<file path="src/rtl/if_prefetch_stage.sv">
// ---------------------------------------------------------------------------
// if_prefetch_stage
//
// Pipelined instruction-fetch front end. It issues requests on a req/gnt/
// rvalid instruction-memory interface with up to MAX_OUTSTANDING granted
// requests in flight. Returned words are stored with their PC in a
// FIFO_DEPTH-entry prefetch buffer, and the head entry is offered to ID
// through a valid/ready handshake. A branch flushes the buffer and drops
// every response still in flight for the old stream.
//
// Optional feature macro: IF_STALL_CNT_EN
//    When defined, adds stall_count_o. This is a saturating 32-bit count of
//    the cycles in which fetch_en_i=1 and instr_valid_o=0.
//
// Ports
//    clk, rst             clock, synchronous active-high reset
//    instr_req_o          memory request, held with a stable address until gnt
//    instr_addr_o         word-aligned request address
//    instr_gnt_i          request accepted this cycle
//    instr_rvalid_i       in-order response valid
//    instr_rdata_i        response data
//    fetch_en_i           allow new requests
//    pc_start_address_i   fetch address loaded during reset
//    branch_pc_ctrl_i     one-cycle redirect strobe
//    pc_branch_addr_i     redirect target (low two bits ignored)
//    instr_valid_o        head entry valid
//    instr_ready_i        ID accepts the head entry
//    instruction_o        head instruction
//    program_count_o      PC of the head instruction
//    no_op_flag_o         !instr_valid_o
//    stall_count_o        (IF_STALL_CNT_EN only) fetch stall cycle count
//
// FSM states
//    state            | meaning
//    S_RESET          | reset asserted, nothing issued
//    S_IDLE           | fetch disabled, no request pending on the bus
//    S_FETCH          | requests issued while buffer/outstanding room allows
//    S_WAIT_GNT_BRANCH| branch taken behind an ungranted request; target parked
// ---------------------------------------------------------------------------
module if_prefetch_stage #(
   parameter int WORD_WIDTH      = 32,
   parameter int FIFO_DEPTH      = 4,
   parameter int MAX_OUTSTANDING = 2
) (
   input  logic                  clk,
   input  logic                  rst,
   output logic                  instr_req_o,
   output logic [WORD_WIDTH-1:0] instr_addr_o,
   input  logic                  instr_gnt_i,
   input  logic                  instr_rvalid_i,
   input  logic [WORD_WIDTH-1:0] instr_rdata_i,
   input  logic                  fetch_en_i,
   input  logic [WORD_WIDTH-1:0] pc_start_address_i,
   input  logic                  branch_pc_ctrl_i,
   input  logic [WORD_WIDTH-1:0] pc_branch_addr_i,
   output logic                  instr_valid_o,
   input  logic                  instr_ready_i,
   output logic [WORD_WIDTH-1:0] instruction_o,
   output logic [WORD_WIDTH-1:0] program_count_o,
   output logic                  no_op_flag_o
`ifdef IF_STALL_CNT_EN
   ,
   output logic [31:0]           stall_count_o
`endif
);

   localparam int PTR_W = $clog2(FIFO_DEPTH);
   localparam int CNT_W = PTR_W + 1;
   localparam int OUT_W = $clog2(MAX_OUTSTANDING + 1);

   typedef enum logic [1:0] {
      S_RESET,
      S_IDLE,
      S_FETCH,
      S_WAIT_GNT_BRANCH
   } state_t;

   state_t state_q, state_d;

   logic [WORD_WIDTH-1:0] fetch_addr_q;
   logic [WORD_WIDTH-1:0] resp_pc_q;
   logic [WORD_WIDTH-1:0] pend_addr_q;
   logic                  req_hold_q;
   logic [OUT_W-1:0]      out_q;
   logic [OUT_W-1:0]      discard_q;
   logic [CNT_W-1:0]      count_q;
   logic [PTR_W-1:0]      rd_ptr_q;
   logic [PTR_W-1:0]      wr_ptr_q;

   logic [WORD_WIDTH-1:0] buf_data [FIFO_DEPTH];
   logic [WORD_WIDTH-1:0] buf_pc   [FIFO_DEPTH];

   logic [WORD_WIDTH-1:0] start_aligned;
   logic [WORD_WIDTH-1:0] branch_tgt;
   logic                  room;
   logic                  req;
   logic                  granted;
   logic                  branch_defer;
   logic                  drop;
   logic                  push;
   logic                  pop;
   logic                  valid;
   logic                  branch_pending;

   // Masking keeps every input bit in use while forcing word alignment.
   assign start_aligned = pc_start_address_i & ~WORD_WIDTH'(3);
   assign branch_tgt    = pc_branch_addr_i & ~WORD_WIDTH'(3);

   // Room is judged on registered counts: every request in flight already
   // has a reserved buffer slot, so a push can never hit a full buffer.
   assign room = (32'(out_q) < 32'(MAX_OUTSTANDING)) &&
                 ((32'(count_q) + 32'(out_q)) < 32'(FIFO_DEPTH));

   // An ungranted request stays up regardless of fetch_en_i or branch.
   assign req          = !rst && (req_hold_q || (fetch_en_i && room));
   assign granted      = req && instr_gnt_i;
   assign branch_defer = branch_pc_ctrl_i && req && !instr_gnt_i;

   assign drop  = instr_rvalid_i && (discard_q != '0);
   assign push  = !rst && instr_rvalid_i && (discard_q == '0) && !branch_pc_ctrl_i;
   assign valid = !rst && (count_q != '0);
   assign pop   = valid && instr_ready_i && !branch_pc_ctrl_i;

   // ---------------- FSM: state register ----------------
   always_ff @(posedge clk) begin
      if (rst) state_q <= S_RESET;
      else     state_q <= state_d;
   end

   // ---------------- FSM: next state ----------------
   always_comb begin
      state_d = state_q;
      case (state_q)
         S_RESET:
            state_d = branch_defer ? S_WAIT_GNT_BRANCH : S_IDLE;
         S_IDLE:
            if (branch_defer)    state_d = S_WAIT_GNT_BRANCH;
            else if (fetch_en_i) state_d = S_FETCH;
         S_FETCH:
            if (branch_defer)                             state_d = S_WAIT_GNT_BRANCH;
            else if (!fetch_en_i && !(req && !instr_gnt_i)) state_d = S_IDLE;
         S_WAIT_GNT_BRANCH:
            if (instr_gnt_i) state_d = fetch_en_i ? S_FETCH : S_IDLE;
         default:
            state_d = S_IDLE;
      endcase
   end

   // ---------------- FSM: outputs ----------------
   always_comb begin
      branch_pending = (state_q == S_WAIT_GNT_BRANCH);
   end

   // ---------------- request / response bookkeeping ----------------
   always_ff @(posedge clk) begin
      if (rst) begin
         fetch_addr_q <= start_aligned;
         resp_pc_q    <= start_aligned;
         pend_addr_q  <= '0;
         req_hold_q   <= 1'b0;
         out_q        <= '0;
         discard_q    <= '0;
         count_q      <= '0;
         rd_ptr_q     <= '0;
         wr_ptr_q     <= '0;
      end else begin
         req_hold_q <= req && !instr_gnt_i;
         out_q      <= out_q + OUT_W'(granted) - OUT_W'(instr_rvalid_i);

         // A branch with no stalled request redirects at once; otherwise the
         // target waits in pend_addr_q and is applied on the grant cycle.
         if (branch_pc_ctrl_i && !branch_defer)
            fetch_addr_q <= branch_tgt;
         else if (granted && branch_pending)
            fetch_addr_q <= pend_addr_q;
         else if (granted)
            fetch_addr_q <= fetch_addr_q + WORD_WIDTH'(4);

         if (branch_defer)
            pend_addr_q <= branch_tgt;

         // Everything in flight at the branch (including a request granted
         // in the same cycle) is stale. A parked branch adds the old request
         // when it is finally granted.
         if (branch_pc_ctrl_i)
            discard_q <= out_q - OUT_W'(instr_rvalid_i) + OUT_W'(granted);
         else
            discard_q <= discard_q - OUT_W'(drop) + OUT_W'(granted && branch_pending);

         if (branch_pc_ctrl_i)
            resp_pc_q <= branch_tgt;
         else if (push)
            resp_pc_q <= resp_pc_q + WORD_WIDTH'(4);

         if (branch_pc_ctrl_i) begin
            count_q  <= '0;
            rd_ptr_q <= wr_ptr_q;
         end else begin
            if (push) wr_ptr_q <= wr_ptr_q + PTR_W'(1);
            if (pop)  rd_ptr_q <= rd_ptr_q + PTR_W'(1);
            count_q <= count_q + CNT_W'(push) - CNT_W'(pop);
         end

         assert (!(push && (count_q == CNT_W'(FIFO_DEPTH))));
      end
   end

   always_ff @(posedge clk) begin
      if (push) begin
         buf_data[wr_ptr_q] <= instr_rdata_i;
         buf_pc[wr_ptr_q]   <= resp_pc_q;
      end
   end

`ifdef IF_STALL_CNT_EN
   logic [31:0] stall_q;

   always_ff @(posedge clk) begin
      if (rst)
         stall_q <= '0;
      else if (fetch_en_i && !valid && (stall_q != 32'hFFFF_FFFF))
         stall_q <= stall_q + 32'd1;
   end

   assign stall_count_o = stall_q;
`endif

   assign instr_req_o     = req;
   assign instr_addr_o    = fetch_addr_q;
   assign instr_valid_o   = valid;
   assign instruction_o   = buf_data[rd_ptr_q];
   assign program_count_o = buf_pc[rd_ptr_q];
   assign no_op_flag_o    = !valid;

endmodule

</file>
<file path="config.mk">
export PLATFORM = sky130hd
export DESIGN_NAME = if_prefetch_stage
export DESIGN_NICKNAME = d
export VERILOG_FILES = /design/src/rtl/if_prefetch_stage.sv
export SDC_FILE = /design/constraint.sdc
export NUM_CORES = 1
export LEC_CHECK = 0
export ABC_AREA = 1
export CORE_ASPECT_RATIO = 1.75
export CORE_MARGIN = 8
export CORE_UTILIZATION = 56
export CTS_CLUSTER_SIZE = 40
export DETAILED_ROUTE_END_ITERATION = 6
export PLACE_DENSITY_LB_ADDON = 0.08
export RECOVER_POWER = 100
export SLEW_MARGIN = 20
export SYNTH_ARGS = -nofsm -noshare
export SYNTH_HDL_FRONTEND = slang
export SYNTH_SLANG_ARGS = --single-unit
export TNS_END_PERCENT = 1
</file>
<file path="constraint.sdc">
create_clock -name clk -period 6.07 [get_ports clk]
set_clock_uncertainty 0.2 [all_clocks]
set_input_delay 0.9105 -clock clk [delete_from_list [all_inputs] [get_ports clk]]
set_output_delay 0.9105 -clock clk [all_outputs]
set_load 0.005 [all_outputs]
</file>
==> run_results.csv, run 1 <==
group,metric,value,unit
outcome,outcome,"complete, but fails checks",
outcome,violations,"max-capacitance violations, max-slew violations",
detailed_routing,drc_errors,0,
detailed_routing,wl_met2,22.79,mm
sta,timing.hold.ws,0.2450,ns
floorplan,rows,82,
sta,layout_setup_ws,1.009,ns
critical_path,reg2reg_from,"count_q[1]",
sta,tns,0,ns
floorplan,floorplan.initialDensity,56.48,%
global_route,grt_pass1_vias,12140,
layout,finalNonFillerCells,2174,
clock_tree,postCtsHoldBufs,0,
critical_path,worstSetupEndpointType,"primary output",
sta,timing.final.crit_share,83.38,%
layout,syn_to_final_growth,20.13,%
critical_path,start_kind,"flop",
yosys,syn_area,16050,um2
clock_tree,cts_root_buf,"clkbuf_16",
clock_tree,clock_latency,0.59,ns
worst_hold_path,hold_path_class,"flop to flop",
critical_path,critical_path.max_fanout,44,
global_route,antenna_found_initial,0,
sta,finalSetupViolations,0,
global_route,grt_pass1_wl,66.31,mm
floorplan,fp.coreArea,28420,um2
clock_tree,cts_tree,"done",
detailed_routing,wl_met3,2.870,mm
detailed_routing,drt_pass1_iterations,5,
power,p_per_area,290.4,nW/um2
power,peakVddDrop,0.2532,mV
critical_path,arrival,3.95,ns
global_route,gr-total-overflow,0,
clock_tree,cts_inserted_buffers,31,
layout,drive_gt1_share,4.454,%
clock_tree,cts_resized,0,
detailed_routing,routed_wl,43.31,mm
critical_path,cp_slowest_stage_delay,1.35,ns
sta,fmax,0.1976,GHz
detailed_routing,met1_length,15.59,mm
detailed_routing,postRouteAntennaNets,0,
place,placed_area,18280,um2
floorplan,io_pins,202,
sta,layout_min_cycle_time,5.061,ns
layout,finish.net_count,1888,
global_route,grt_max_degree,85,
yosys,syn_inst,1605,
power,leakagePower,7.205,nW
detailed_routing,route.vias.total,12290,
detailed_routing,vias_per_cell,5.653,
sta,relSlewSlack,-20.18,%
critical_path,cp.required,4.96,ns
clock_tree,cts_buffer_depth,3,
clock_tree,clk_pin_slew_worst_paths,0.07,ns
clock_tree,cts_max_level,1,
yosys,ys_ff_latch,356,
global_route,track_usage,25.05,%
layout,design_area,19280,um2
detailed_routing,top_layer_used,"met4",
critical_path,crit_slowest_cell,"clkbuf_1",
power,p_total,5.600,mW
place,dpl.hpwl,28.71,mm
yosys,synth-seq-area-share,63.61,%
critical_path,r2r_cells,9,
critical_path,r2r_end,"instr_addr_o[7]",
detailed_routing,wl_per_cell,19.92,um
place,port_buffers,195,
run,drv_cap,4,
place,pre_cts_slack,1.716,ns
yosys,synth_cell_type_count,41,
place,dp.cells,2117,
layout,insertedDiodeCount,0,
sta,hold_viol,0,
layout,fin_util,67.85,%
sta,drv_slew,157,
floorplan,die_height,240.0,um
floorplan,die-area,34550,um2
critical_path,critPathCapture,"program_count_o[19]",
critical_path,crit_chain,"clkinv_2, clkbuf_1, o21ai_0, o22ai_1, dlygate4sd3_1",
critical_path,r2r_setup_slack,1.36,ns
floorplan,die_width,144.0,um
detailed_routing,drt_iter0_markers,859,
sta,tightest_slew,1.803,ns
sta,rsz0062_at_grt,"no",
place,gp_congestion,0.9859,
yosys,yosys_warnings,0,
clock_tree,cts_sinks,356,
clock_tree,cts_setup_buffers,0,
yosys,avgSynthCellArea,10.00,um2
critical_path,critical_path_class,"flop to primary output",
==> cells in the final DEF (no fill, tap or decap), drive strengths merged, types with 6 or more instances in the layout <==
| cell | instances |
|---|---|
| nand2 | 322 |
| edfxtp | 308 |
| nor2 | 230 |
| o21ai | 207 |
| inv | 120 |
| dlygate4sd3 | 115 |
| clkdlybuf4s50 | 79 |
| nand3 | 74 |
| o22ai | 64 |
| dfxtp | 48 |
| a21oi | 43 |
| clkbuf | 39 |
| xor2 | 22 |
| clkinv | 18 |
| o211ai | 16 |
| nand4 | 16 |
| nor3 | 15 |
| ha | 12 |
| buf | 11 |
| xnor2 | 9 |
| or2 | 6 |
| bufinv | 6 |
==> layer usage <==
metal  up-vias  global-route usage, %
met5         -                      0
met4         0                  12.84
met3        94                  2.982
met2       465                  45.93
met1      5857                  27.72
li1       5873                      -
==> worst max-delay path: cells and delay by family, from the launching register on <==
kind                   cells  cell delay [ns]
AO/OA/AOI/OAI              2             0.43
buffers and inverters      3             2.42
flip-flops                 1             0.48
==> synth_stat cells, drive strengths merged <==
| cell | count | area [um2] |
|---|---|---|
| nand3 | 74 | 375.4 |
| xnor2 | 9 | 78.83 |
| dfxtp | 48 | 960.9 |
| o22a | 1 | 8.760 |
| a21oi | 43 | 226.5 |
| nor2 | 230 | 880.8 |
| nor3 | 15 | 80.08 |
| conb | 1 | 3.750 |
| nand2 | 322 | 1236 |
| or2 | 6 | 37.54 |
| inv | 120 | 450.4 |
| o31ai | 2 | 15.01 |
| a31oi | 2 | 12.51 |
| o21ai | 207 | 1036 |
| fa | 1 | 20.02 |
| nor4 | 1 | 6.260 |
| ha | 12 | 150.1 |
| clkinv | 2 | 8.750 |
| o211ai | 16 | 120.1 |
| clkbuf | 58 | 217.7 |
| edfxtp | 308 | 9249 |
| o22ai | 64 | 400.4 |
| xor2 | 22 | 192.7 |
| nor3b | 1 | 7.510 |
| nand4 | 16 | 115.1 |
| nand3b | 5 | 37.54 |
| buf | 19 | 123.9 |
==> cell type report <==
type	count	area (um2)
Inverter	122	460.4
Clock buffer	34	787.0
Timing Repair Buffer	210	2042
Multi-Input combinational cell	1051	5031
Fill cell	2272	9138
Tap cell	378	473.0
Sequential cell	356	10210
Clock inverter	23	274.0
==> flip-flops by register name, indices dropped and copies added, names as in the netlist, named ones only <==
| signal | count |
|---|---|
| state_q | 2 |
| wr_ptr_q | 2 |
| instr_addr_o | 32 |
| resp_pc_q | 30 |
| rd_ptr_q | 2 |
| discard_q | 2 |
| out_q | 2 |
| count_q | 3 |
| pend_addr_q | 30 |
| buf_data | 128 |
| buf_pc | 120 |
| req_hold_q | 1 |
==> worst min path at each step <==
stage / start / to / slack (ns) / depth (start not counted)
finish: instr_addr_o[1] / instr_addr_o[1] / 0.25 / 2
global route: pend_addr_q[17] / pend_addr_q[17] / 0.26 / 2
CTS: instr_addr_o[1] / instr_addr_o[1] / 0.25 / 2
detailed placement: instr_addr_o[1] / instr_addr_o[1] / 0.24 / 2
global placement: instr_addr_o[1] / instr_addr_o[1] / 0.23 / 2
floorplan: pend_addr_q[11] / pend_addr_q[11] / 0.22 / 2
==> where the power goes <==
group	switching, mW	internal [mW]	total, mW	leakage [nW]
sequential	0.108	2.78	2.89	3.25
combinational	0.360	0.271	0.631	3.44
clock	0.888	1.19	2.08	0.520
==> cell families (layout without fill, tap and decap cells) <==
group,Yosys count,in the layout,synth area share [%]
simple gates,670,670,17.30
flops,356,356,63.61
compound gates,335,335,11.33
buf+inv,199,389,4.989
xor+xnor,31,31,1.691
fa+ha+maj,13,13,1.060
other cells,1,2,0.02336
(Power assumes the default switching activity.)
==> run 2: changes to the inputs <==
Clock period 6.07 ns to 5.25 ns, I/O delays scaled along.
==> run_results.csv, run 2 (synthesis results as in run 1) <==
group,metric,value,unit
floorplan,rows,82,
global_route,gr-total-overflow,0,
place,dp.cells,2120,
floorplan,die_width,144.0,um
critical_path,critical_path.max_fanout,19,
floorplan,io_pins,202,
floorplan,die_height,240.0,um
layout,design_area,19240,um2
global_route,globalRouteMet1Util,28.16,%
detailed_routing,drt_iter0_markers,842,
global_route,track_usage,25.34,%
critical_path,start_kind,"primary input",
layout,fillers,2259,
clock_tree,cts_inserted_buffers,31,
outcome,outcome,"complete, but fails checks",
detailed_routing,postRouteAntennaNets,0,
clock_tree,clock_latency,0.58,ns
floorplan,floorplan.initialDensity,56.48,%
layout,drive_gt1_share,4.447,%
run,drv_cap,7,
layout,insertedDiodeCount,0,
detailed_routing,drt_pass1_iterations,5,
detailed_routing,routed_wl,43.55,mm
sta,relSlewSlack,-70.99,%
layout,syn_to_final_growth,19.85,%
global_route,antenna_found_initial,0,
sta,tightest_slew,2.565,ns
detailed_routing,vias_per_cell,5.628,
power,p_per_area,327.8,nW/um2
clock_tree,cts_sinks,356,
clock_tree,cts_tree,"done",
global_route,grt_util_met3,3.002,%
global_route,grt_max_degree,72,
sta,layout_min_cycle_time,4.896,ns
layout,finish.net_count,1891,
clock_tree,cts_buffer_depth,3,
global_route,grt_pass1_vias,12170,
detailed_routing,drc_errors,0,
layout,largest_register_ffs,128,
critical_path,worstSetupEndpointType,"flop",
clock_tree,cts_max_level,1,
place,gp_congestion,0.9914,
place,dpl.hpwl,29.48,mm
sta,timing.final.crit_share,93.26,%
global_route,top_usage_layer,"met2",
critical_path,critical_path_class,"primary input to flop",
worst_hold_path,hold_path_class,"flop to flop",
floorplan,die-area,34550,um2
clock_tree,cts_root_buf,"clkbuf_16",
clock_tree,postCtsHoldBufs,0,
global_route,met2_usage,45.55,%
outcome,violations,"max-capacitance violations, max-slew violations",
sta,drv_slew,337,
sta,fmax,0.2042,GHz
place,port_buffers,195,
sta,tns,0,ns
clock_tree,cts_setup_buffers,0,
clock_tree,cts_resized,0,
power,peakVddDrop,0.3052,mV
layout,final_common_cell,"nand2_1",
clock_tree,clk_pin_slew_worst_paths,0.07,ns
critical_path,cp.required,5.26,ns
floorplan,fp.coreArea,28420,um2
layout,final_cell_mix,"nand2_1, edfxtp_1, nor2_1, o21ai_0, inv_1",
sta,rsz0062_at_grt,"no",
layout,largest-register,"buf_data",
detailed_routing,wl_per_cell,20.00,um
power,leakagePower,7.166,nW
global_route,grt_pass1_wl,66.94,mm
critical_path,arrival,4.91,ns
sta,finalSetupViolations,0,
sta,hold_viol,0,
layout,finalNonFillerCells,2177,
place,placed_area,18380,um2
detailed_routing,route.vias.total,12250,
## run 2: cell types whose count changed in the layout (fill, tap and decap cells not counted), sizes merged
cell	previous run	this run
clkbuf	39	54
clkinv	18	10
bufinv	6	2
buf	11	8
clkinvlp	1	4
clkdlybuf4s50	79	80
dlygate4sd3	115	114
## run 2: report_power, final
group	switching, mW	internal, mW	leakage (nW)
registers	0.129	3.22	3.25
clock network	1.01	1.22	0.466
logic	0.414	0.315	3.45
total	1.55	4.75	7.17
## run 2: metal layers
layer  routed length (um)  share of wire [%]  vias to the layer above
li1                     -                  -                     5878
met3                 2553                5.9                      113
met2                22650                 52                      436
met5                    0                  0                        -
met4                 2564                5.9                        0
met1                15780                 36                     5825
## run 2: path summary, 6_finish.rpt
path                   start  cells past startpoint  slack (ns)          endpoint
max               fetch_en_i                      9        0.35  instr_addr_o[12]
min          instr_addr_o[1]                      2        0.24   instr_addr_o[1]
max reg2reg       count_q[1]                      8        0.59  instr_addr_o[12]
min reg2reg  instr_addr_o[1]                      2        0.24   instr_addr_o[1]
## run 2: final cells by class
class | count | area, um2 | share of cell area, %
clock buffer | 43 | 840.8 | 4.371
clock inverter | 14 | 137.6 | 0.7154
inverter | 122 | 460.4 | 2.393
multi-input combinational | 1051 | 5024 | 26.11
sequential | 356 | 10210 | 53.10
tap | 378 | 473.0 | 2.459
timing repair buffer | 213 | 2087 | 10.85
## run 2: per-stage QoR
stage | power [mW] | hold slack, ns | util (%) | worst slack (ns)
5_1_grt | 6.538 | 0.2728 | 67.69 | 0.3048
2_1_floorplan | 3.757 | 0.2245 | - | 0.4384
3_5_place_dp | 4.173 | 0.2382 | 64.67 | 1.404
6_report | 6.307 | 0.2447 | 67.69 | 0.3536
3_3_place_gp | 4.155 | 0.2335 | 64.67 | 1.453
4_1_cts | 6.377 | 0.2489 | 68.12 | 0.8198
## run 2: critical path, cell delays in order
cell,delay [ns]
dlygate4sd3_1,0.59
clkinv_1,0.10
nor2_1,0.10
nand3_1,0.12
a21oi_1,0.91
nand2_1,0.85
nand2_1,0.53
nand2_1,0.41
clkbuf_2,0.48
==> run 3: changes to the inputs <==
Settings changed: SKIP_CTS_REPAIR_TIMING from default to 1.
==> results of run 3 <==
Final layout, timing and power as in run 2 (identical DEF).
